<file path="config.mk">
export PLATFORM = sky130hd
export DESIGN_NAME = logic_op_arbiter
export DESIGN_NICKNAME = d
export VERILOG_FILES = /design/src/rtl/logic_op_pkg.sv /design/src/rtl/logic_unit.sv /design/src/rtl/logic_op_arbiter.sv
export SDC_FILE = /design/constraint.sdc
export NUM_CORES = 1
export LEC_CHECK = 0
export CORE_UTILIZATION = 55
export CTS_CLUSTER_DIAMETER = 60
export DETAILED_ROUTE_END_ITERATION = 8
export DONT_BUFFER_PORTS = 1
export GPL_TIMING_DRIVEN = 0
export HOLD_SLACK_MARGIN = 0.08
export PLACE_DENSITY = 0.7
export SYNTH_ARGS = -nofsm -noshare
export SYNTH_HDL_FRONTEND = slang
export SYNTH_SLANG_ARGS = --single-unit
</file>
<file path="constraint.sdc">
create_clock -name clk -period 14.4 [get_ports clk]
set_input_delay 2.88 -clock clk [delete_from_list [all_inputs] [get_ports clk]]
set_output_delay 2.88 -clock clk [all_outputs]
set_load 0.1 [all_outputs]
</file>
<file path="src/rtl/logic_op_pkg.sv">
// Op-code encoding for the logic_op_arbiter datapath.
// Shared by the logic unit and the arbiter top.
package logic_op_pkg;

  localparam int OP_W = 3;

  typedef logic [OP_W-1:0] op_t;

  localparam op_t OP_AND  = 3'd0;
  localparam op_t OP_OR   = 3'd1;
  localparam op_t OP_NOT  = 3'd2;
  localparam op_t OP_NAND = 3'd3;
  localparam op_t OP_NOR  = 3'd4;
  localparam op_t OP_XOR  = 3'd5;
  localparam op_t OP_XNOR = 3'd6;
  localparam op_t OP_ILL  = 3'd7;

endpackage

</file>
<file path="src/rtl/logic_unit.sv">
// Combinational W-bit bitwise unit: maps op/a/b to a result and an illegal-op flag.
module logic_unit
  import logic_op_pkg::*;
#(
  parameter int W = 8
) (
  input  op_t          op_i,
  input  logic [W-1:0] a_i,
  input  logic [W-1:0] b_i,
  output logic [W-1:0] data_o,
  output logic         err_o
);

  always_comb begin
    // NOTE: every output gets a default first so no path through the case leaves a latch.
    data_o = '0;
    err_o  = 1'b0;
    case (op_i)
      OP_AND:  data_o = a_i & b_i;
      OP_OR:   data_o = a_i | b_i;
      OP_NOT:  data_o = ~a_i;
      OP_NAND: data_o = ~(a_i & b_i);
      OP_NOR:  data_o = ~(a_i | b_i);
      OP_XOR:  data_o = a_i ^ b_i;
      OP_XNOR: data_o = ~(a_i ^ b_i);
      default: err_o  = 1'b1;
    endcase
  end

endmodule

</file>
<file path="src/rtl/logic_op_arbiter.sv">
// Round-robin arbiter feeding N requesters through one shared logic unit into
// a single registered result slot with valid/ready handshake.
module logic_op_arbiter
  import logic_op_pkg::*;
#(
  parameter int N = 4,
  parameter int W = 8
) (
  input  logic                   clk,
  input  logic                   rst,
  input  logic [N-1:0]           req_valid,
  output logic [N-1:0]           req_ready,
  input  logic [OP_W*N-1:0]      req_op,
  input  logic [W*N-1:0]         req_a,
  input  logic [W*N-1:0]         req_b,
  output logic                   resp_valid,
  input  logic                   resp_ready,
  output logic [$clog2(N)-1:0]   resp_id,
  output logic [W-1:0]           resp_data,
  output logic                   resp_err
);

  localparam int            IW    = $clog2(N);
  localparam logic [IW:0]   N_EXT = (IW+1)'(N);
  localparam logic [IW-1:0] LAST  = IW'(N - 1);

  logic [IW-1:0] p_q, p_d;
  logic          resp_valid_q, resp_valid_d;
  logic [IW-1:0] resp_id_q, resp_id_d;
  logic [W-1:0]  resp_data_q, resp_data_d;
  logic          resp_err_q, resp_err_d;

  logic [2*N-1:0] dbl;
  logic [2*N-1:0] dbl_shift;
  logic [N-1:0]   rot;
  logic [IW-1:0]  off;
  logic [IW:0]    sum;
  logic [IW-1:0]  win;
  logic           found;
  logic           slot_free;
  logic           grant;

  op_t           sel_op;
  logic [W-1:0]  sel_a, sel_b;
  logic [W-1:0]  lu_data;
  logic          lu_err;

  // Rotate the valid vector so bit 0 is the pointer position, pick the first
  // set bit, then rotate the offset back to an absolute requester index.
  always_comb begin
    dbl       = {req_valid, req_valid};
    dbl_shift = dbl >> p_q;
    rot       = dbl_shift[N-1:0];
    found     = 1'b0;
    off       = '0;
    for (int k = 0; k < N; k++) begin
      if (!found && rot[k]) begin
        found = 1'b1;
        off   = IW'(k);
      end
    end
    sum = {1'b0, p_q} + {1'b0, off};
    win = (sum >= N_EXT) ? IW'(sum - N_EXT) : sum[IW-1:0];
  end

  assign slot_free = !resp_valid_q || resp_ready;
  assign grant     = found && slot_free && !rst;
  assign req_ready = grant ? (N'(1) << win) : '0;

  assign sel_op = req_op[win*OP_W +: OP_W];
  assign sel_a  = req_a[win*W +: W];
  assign sel_b  = req_b[win*W +: W];

  logic_unit #(.W(W)) u_logic_unit (
    .op_i   (sel_op),
    .a_i    (sel_a),
    .b_i    (sel_b),
    .data_o (lu_data),
    .err_o  (lu_err)
  );

  // A grant overrides a drain so the slot can turn over every cycle.
  always_comb begin
    p_d          = p_q;
    resp_valid_d = resp_valid_q;
    resp_id_d    = resp_id_q;
    resp_data_d  = resp_data_q;
    resp_err_d   = resp_err_q;
    if (grant) begin
      resp_valid_d = 1'b1;
      resp_id_d    = win;
      resp_data_d  = lu_data;
      resp_err_d   = lu_err;
      p_d          = (win == LAST) ? '0 : win + 1'b1;
    end else if (resp_ready) begin
      resp_valid_d = 1'b0;
    end
  end

  always_ff @(posedge clk) begin
    // NOTE: non-blocking assignments keep every register sampling pre-edge values.
    if (rst) begin
      p_q          <= '0;
      resp_valid_q <= 1'b0;
      resp_id_q    <= '0;
      resp_data_q  <= '0;
      resp_err_q   <= 1'b0;
    end else begin
      p_q          <= p_d;
      resp_valid_q <= resp_valid_d;
      resp_id_q    <= resp_id_d;
      resp_data_q  <= resp_data_d;
      resp_err_q   <= resp_err_d;
    end
  end

  assign resp_valid = resp_valid_q;
  assign resp_id    = resp_id_q;
  assign resp_data  = resp_data_q;
  assign resp_err   = resp_err_q;

endmodule

</file>
# Word-level counts from Yosys, hierarchy flattened
# Index checks and enable logic that the tools add are counted.
dict set report word_totals {
  ff_bits 14
  output_inout_bits 16
  elab_cells 57
}
dict set report op_classes {
  n_bitwise 7
  reduce_logical 14
  magnitude_cmp 1
  n_eq_ne 7
  n_shift 5
  n_addsub 3
  n_mux 14
  mul 1
}
# op count
set op_table {}
lappend op_table {{32-bit by 6-bit indexed part select with 8-bit output} 2}
lappend op_table {{8-bit case mux with 7 select lines} 1}
lappend op_table {{8-bit inverter} 4}
lappend op_table {{12-bit by 5-bit indexed part select with 3-bit output} 1}
lappend op_table {{3-bit equality test (second input constant)} 3}
lappend op_table {{8-bit bitwise AND} 1}
lappend op_table {{1-bit 2-to-1 mux} 8}
lappend op_table {{2-bit 2-to-1 mux} 4}
lappend op_table {{8-bit bitwise OR} 1}
lappend op_table {{8-bit by 2-bit >> shifter with 4-bit output} 1}
lappend op_table {{8-bit bitwise XOR} 1}
lappend op_table {{7-bit OR reduction} 1}
lappend op_table {{3-bit by 2-bit equality test with 1-bit output (second input constant)} 2}
lappend op_table {{1-bit logical AND} 5}
lappend op_table {{1-bit logical NOT} 5}
lappend op_table {{2-bit by 2-bit multiplier with 4-bit output (second input constant)} 1}
lappend op_table {{4-bit 2-to-1 mux} 1}
lappend op_table {{1-bit by 2-bit << shifter with 4-bit output (first input constant)} 1}
lappend op_table {{2-bit by 2-bit adder with 3-bit output} 1}
lappend op_table {{3-bit by 1-bit equality test with 1-bit output (second input constant)} 1}
lappend op_table {{3-bit greater-or-equal comparator (second input constant)} 1}
lappend op_table {{3-bit logical NOT} 1}
lappend op_table {{2-bit by 1-bit adder with 2-bit output (second input constant)} 1}
lappend op_table {{2-bit equality test (second input constant)} 1}
lappend op_table {{other kinds (3)} 3}

# Logic depth before layout (Yosys ltp)
dict set report depth {
  ltp_word 19
  depth_mapped 19
  ltp_nobuf 17
}

# Cells and area by module
# A second synthesis with hierarchy kept.
dict set report hier_totals {
  cells_unflattened 237
  area_unflattened_um2 2113.3
}
# mod area_each_um2 instances cells_per_inst
set modules_own_cells {}
lappend modules_own_cells {logic_op_arbiter 1312.5 1 125}
lappend modules_own_cells {logic_unit 800.8 1 112}

# Least setup slack after synthesis
# No wires, ideal clock.
dict set report synth_timing {
  path_type {input -> output}
  startpoint {input port req_valid[2]}
  endpoint {output port req_ready[3]}
  t_arrival_ns 5.738
  cell_stages 11
  setup_slack_ns 5.782
  path_cell_list {buf_2 or4_1 nand3_1 ha_1 xor2_1 xnor2_4 inv_4 buf_6 buf_2 ha_1 and2_1}
}
dict set report synth_between {
  elab_chain_len 16
  word_cells_on_any_way 22
  cone_classes {2 x add/sub; 1 x order compare; 2 x shift; 9 x mux; 8 x reduce/logical}
}
# element line_no
set synth_rtl {}
lappend synth_rtl {{start, declared} logic_op_arbiter.sv:11} ;# input logic [N-1:0] req_valid,
lappend synth_rtl {{8-bit by 2-bit >> shifter with 4-bit output *} logic_op_arbiter.sv:52} ;# dbl_shift = dbl >> p_q;
lappend synth_rtl {{1-bit 2-to-1 mux} logic_op_arbiter.sv:57} ;# if (!found && rot[k]) begin
lappend synth_rtl {{1-bit logical NOT} logic_op_arbiter.sv:57}
lappend synth_rtl {{1-bit logical AND} logic_op_arbiter.sv:57}
lappend synth_rtl {{1-bit 2-to-1 mux} logic_op_arbiter.sv:57}
lappend synth_rtl {{1-bit logical NOT} logic_op_arbiter.sv:57}
lappend synth_rtl {{1-bit logical AND} logic_op_arbiter.sv:57}
lappend synth_rtl {{1-bit 2-to-1 mux} logic_op_arbiter.sv:57}
lappend synth_rtl {{1-bit logical NOT} logic_op_arbiter.sv:57}
lappend synth_rtl {{1-bit logical AND} logic_op_arbiter.sv:57}
lappend synth_rtl {{2-bit 2-to-1 mux *} logic_op_arbiter.sv:57}
lappend synth_rtl {{2-bit by 2-bit adder with 3-bit output *} logic_op_arbiter.sv:62} ;# sum = {1'b0, p_q} + {1'b0, off};
lappend synth_rtl {{via sum[1]} logic_op_arbiter.sv:37} ;# logic [IW:0] sum;
lappend synth_rtl {{3-bit greater-or-equal comparator / 2-bit by 1-bit subtractor with 2-bit output (equally long branches)} logic_op_arbiter.sv:63} ;# win = (sum >= N_EXT) ? IW'(sum - N_EXT) : sum[IW-1:0];
lappend synth_rtl {{2-bit 2-to-1 mux *} logic_op_arbiter.sv:63}
lappend synth_rtl {{1-bit by 2-bit << shifter with 4-bit output *} logic_op_arbiter.sv:68} ;# assign req_ready = grant ? (N'(1) << win) : '0;
lappend synth_rtl {{4-bit 2-to-1 mux *} logic_op_arbiter.sv:68}
lappend synth_rtl {{end, declared} logic_op_arbiter.sv:12} ;# output logic [N-1:0] req_ready,
# Mark *: on every way through the listed nets, which the timed path passes. The rest lies on a longest branch.

# Worst setup path in the final report
# Ends and elaborated chain as after synthesis.

==> results.json <==
{
  "status": "complete, no violations",
  "crit_arrival_ns": 6.10,
  "synth_area_mm2": 0.00256,
  "finalHoldViolations": 0,
  "grt_start_max_net_pins": 12,
  "period_needed_ns": 8.98,
  "synth-main-ff-cell": "dfxtp_1",
  "start_util_pct": 58.0,
  "synth_edf_count": 0,
  "synth_mux_area_share_pct": 26.7,
  "register_area_um2": 280,
  "worstMarginPinSlew_ns": 1.05,
  "setup.worst_path.end_class": "primary output",
  "n_fill_cell": 411,
  "synth_top_family_by_area": "multiplexers",
  "std_cell_rows": 24,
  "grt_use_met1_pct": 35.2,
  "antenna_cells": 0,
  "cts_tree": "yes",
  "drtIter0Drc": 152,
  "r2r-end": "resp_data[5]",
  "synthAdderAreaFrac_pct": 10.3,
  "coreArea_mm2": 0.00441,
  "cts_hold_buf": 0,
  "critPathKind": "in -> out",
  "drc": 0,
  "crit_start": "req_valid[2]",
  "clockBufferDepth": 2,
  "slew_violations": 0,
  "finalClockSkew_ns": 0.00251,
  "multi_input_area_mm2": 0.00207,
  "clkTransAtPathRegs_ns": 0.06,
  "fmaxAchievable_mhz": 111,
  "first_global_vias": 2382,
  "busiest_layer": "met2",
  "numPortBuffers": 0,
  "tns_ns": 0,
  "r2r_start": "p_q[0]",
  "yosys.area_share.simple_pct": 19.2,
  "cts_max_level": 1,
  "start_kind": "input port",
  "synth-compound-area-share_pct": 22.7,
  "root_buffer": "clkbuf_8",
  "rsz0062_at_grt": "no",
  "met3_usage_pct": 6.49,
  "cts_post_setup_buffers_inserted": 0,
  "worst_hold_path_type": "reg -> reg",
  "maxCapViolations": 0,
  "dieArea_mm2": 0.00493,
  "grt_use_total_pct": 28.7,
  "slew_headroom_pct": 29.9,
  "wl_per_cell_um": 18.8,
  "area_growth_pct": 4.69,
  "seq_area_frac_synth_pct": 10.9,
  "die_y_um": 70.2,
  "yosys_warnings": 0,
  "drive_gt1_share_pct": 14.4,
  "fin_nets": 425,
  "syn_nets": 420,
  "grt_pass1_wl_mm": 11.2,
  "worstPathMaxFanout": 11,
  "r2r_cells": 16,
  "syn_avg_cell_area_um2": 8.10,
  "globalplace.congestion": 1.01,
  "cts_buffers": 3,
  "overflow": 0,
  "worstSetupEndpoint": "req_ready[3]",
  "vias_per_cell": 6.55,
  "ys_types": 58,
  "die_w_um": 70.2,
  "clkLatencyLatePin_ns": 0.25,
  "synth_xor_area_share_pct": 1.76,
  "routed_wl_mm": 6.99,
  "finalCritPeriodShare_pct": 62.3,
  "cp.required_ns": 11.52,
  "antenna_left": 0,
  "setup_viol": 0,
  "drtPass1Iterations": 5,
  "antenna_found_initial": 0,
  "cts.sinks": 14,
  "vias": 2435,
  "synth.ff_latch_count": 14,
  "dp_hpwl_mm": 5.58,
  "io_pins": 99,
  "syn_inst": 316,
  "async_reset_ff_share_pct": 0,
  "r2r_slack_ns": 9.80,
  "grtUsageMet2_pct": 50.3,
  "ctsResizeCount": 0
}
routing by layer:
layer / up-vias / share of wire, %
met4: 0 / 1.7
met5: - / 0
met1: 1113 / 41
met3: 15 / 8.5
met2: 116 / 49
li1: 1191 / -
layout make-up:
cell class,count,share of cell area (%)
Buffer,18,3.97
Tap cell,52,2.43
Inverter,28,4.01
Multi-Input combinational cell,256,77.1
Clock buffer,4,2.05
Sequential cell,14,10.5
cells in the mapped netlist, types with 3 or more instances:
cell type	count	area share [%]
o221ai_1	3	1.0
a211o_1	4	1.4
buf_6	3	1.3
nand3_1	8	1.6
clkbuf_1	3	0.44
a32oi_1	3	1.0
mux2_4	3	1.8
mux2i_1	29	11
a311oi_1	7	2.4
nor2b_1	4	0.98
ha_1	21	10
o32ai_1	3	1.0
o21ai_1	4	0.78
buf_2	10	2.0
mux2_2	7	3.1
nand2_1	31	4.5
nor2_1	28	4.1
o22ai_1	3	0.73
nand2b_1	5	1.2
mux4_2	10	8.8
o21ai_0	11	2.2
inv_1	27	4.0
mux2_1	4	1.8
dfxtp_1	14	11
nor3_1	6	1.2
a22oi_1	4	1.2
and2_1	7	1.7
a211oi_1	5	1.5
a22o_1	5	1.7
a21oi_1	8	1.6
cell usage in the layout (no fill, tap or decap), types with 8 or more instances in the layout:
cell      n
nand2_1  31
nand3_1   8
ha_1     21
mux2i_1  29
mux4_2   10
buf_2    10
nor2_1   28
o21ai_0  11
a21oi_1   8
dfxtp_1  14
inv_1    27
cell families (layout without fill, tap and decap cells):
group           Yosys count  after routing
buf+inv                  46             50
xor+xnor                  3              3
simple gates            101            101
compound gates           78             78
mux                      53             53
flops                    14             14
fa+ha+maj                21             21
worst max-delay path, stage by stage:
cell     delay [ns]
buf_2          0.15
or4_1          0.51
nand3_1        0.08
ha_1           0.20
xor2_1         0.45
xnor2_4        0.21
inv_4          0.15
buf_6          0.15
buf_2          0.32
ha_1           0.21
and2_1         0.77
sequential cells by signal, summed over array words and instances (netlist names):
register    cells
resp_err        1
resp_valid      1
resp_data       8
p_q             2
resp_id         2
stage by stage:
step / hold slack, ns / cells / worst slack (ns) / util (%) / cell area, um2
floorplan: 0.661 / 316 / 5.78 / - / 2560
global placement: 0.693 / 368 / 5.44 / 59.5 / 2630
detailed placement: 0.695 / 368 / 5.42 / 59.5 / 2630
CTS: 0.707 / 372 / 5.41 / 60.7 / 2680
global route: 0.754 / 372 / 5.21 / 60.7 / 2680
finish: 0.705 / 372 / 5.42 / 60.7 / 2680
worst min path at each step:
stage | to | cells after the start | slack (ns) | startpoint
2_1_floorplan | p_q[1] | 3 | 0.66 | p_q[1]
3_3_place_gp | p_q[1] | 3 | 0.69 | p_q[1]
3_5_place_dp | p_q[1] | 3 | 0.70 | p_q[1]
4_1_cts | p_q[1] | 3 | 0.71 | p_q[1]
5_1_grt | p_q[1] | 3 | 0.75 | p_q[1]
6_report | p_q[1] | 3 | 0.70 | p_q[1]
Power is left out: the tool's default activity adds up to more than one toggle a clock period on the data nets, which glitch-free logic cannot reach.
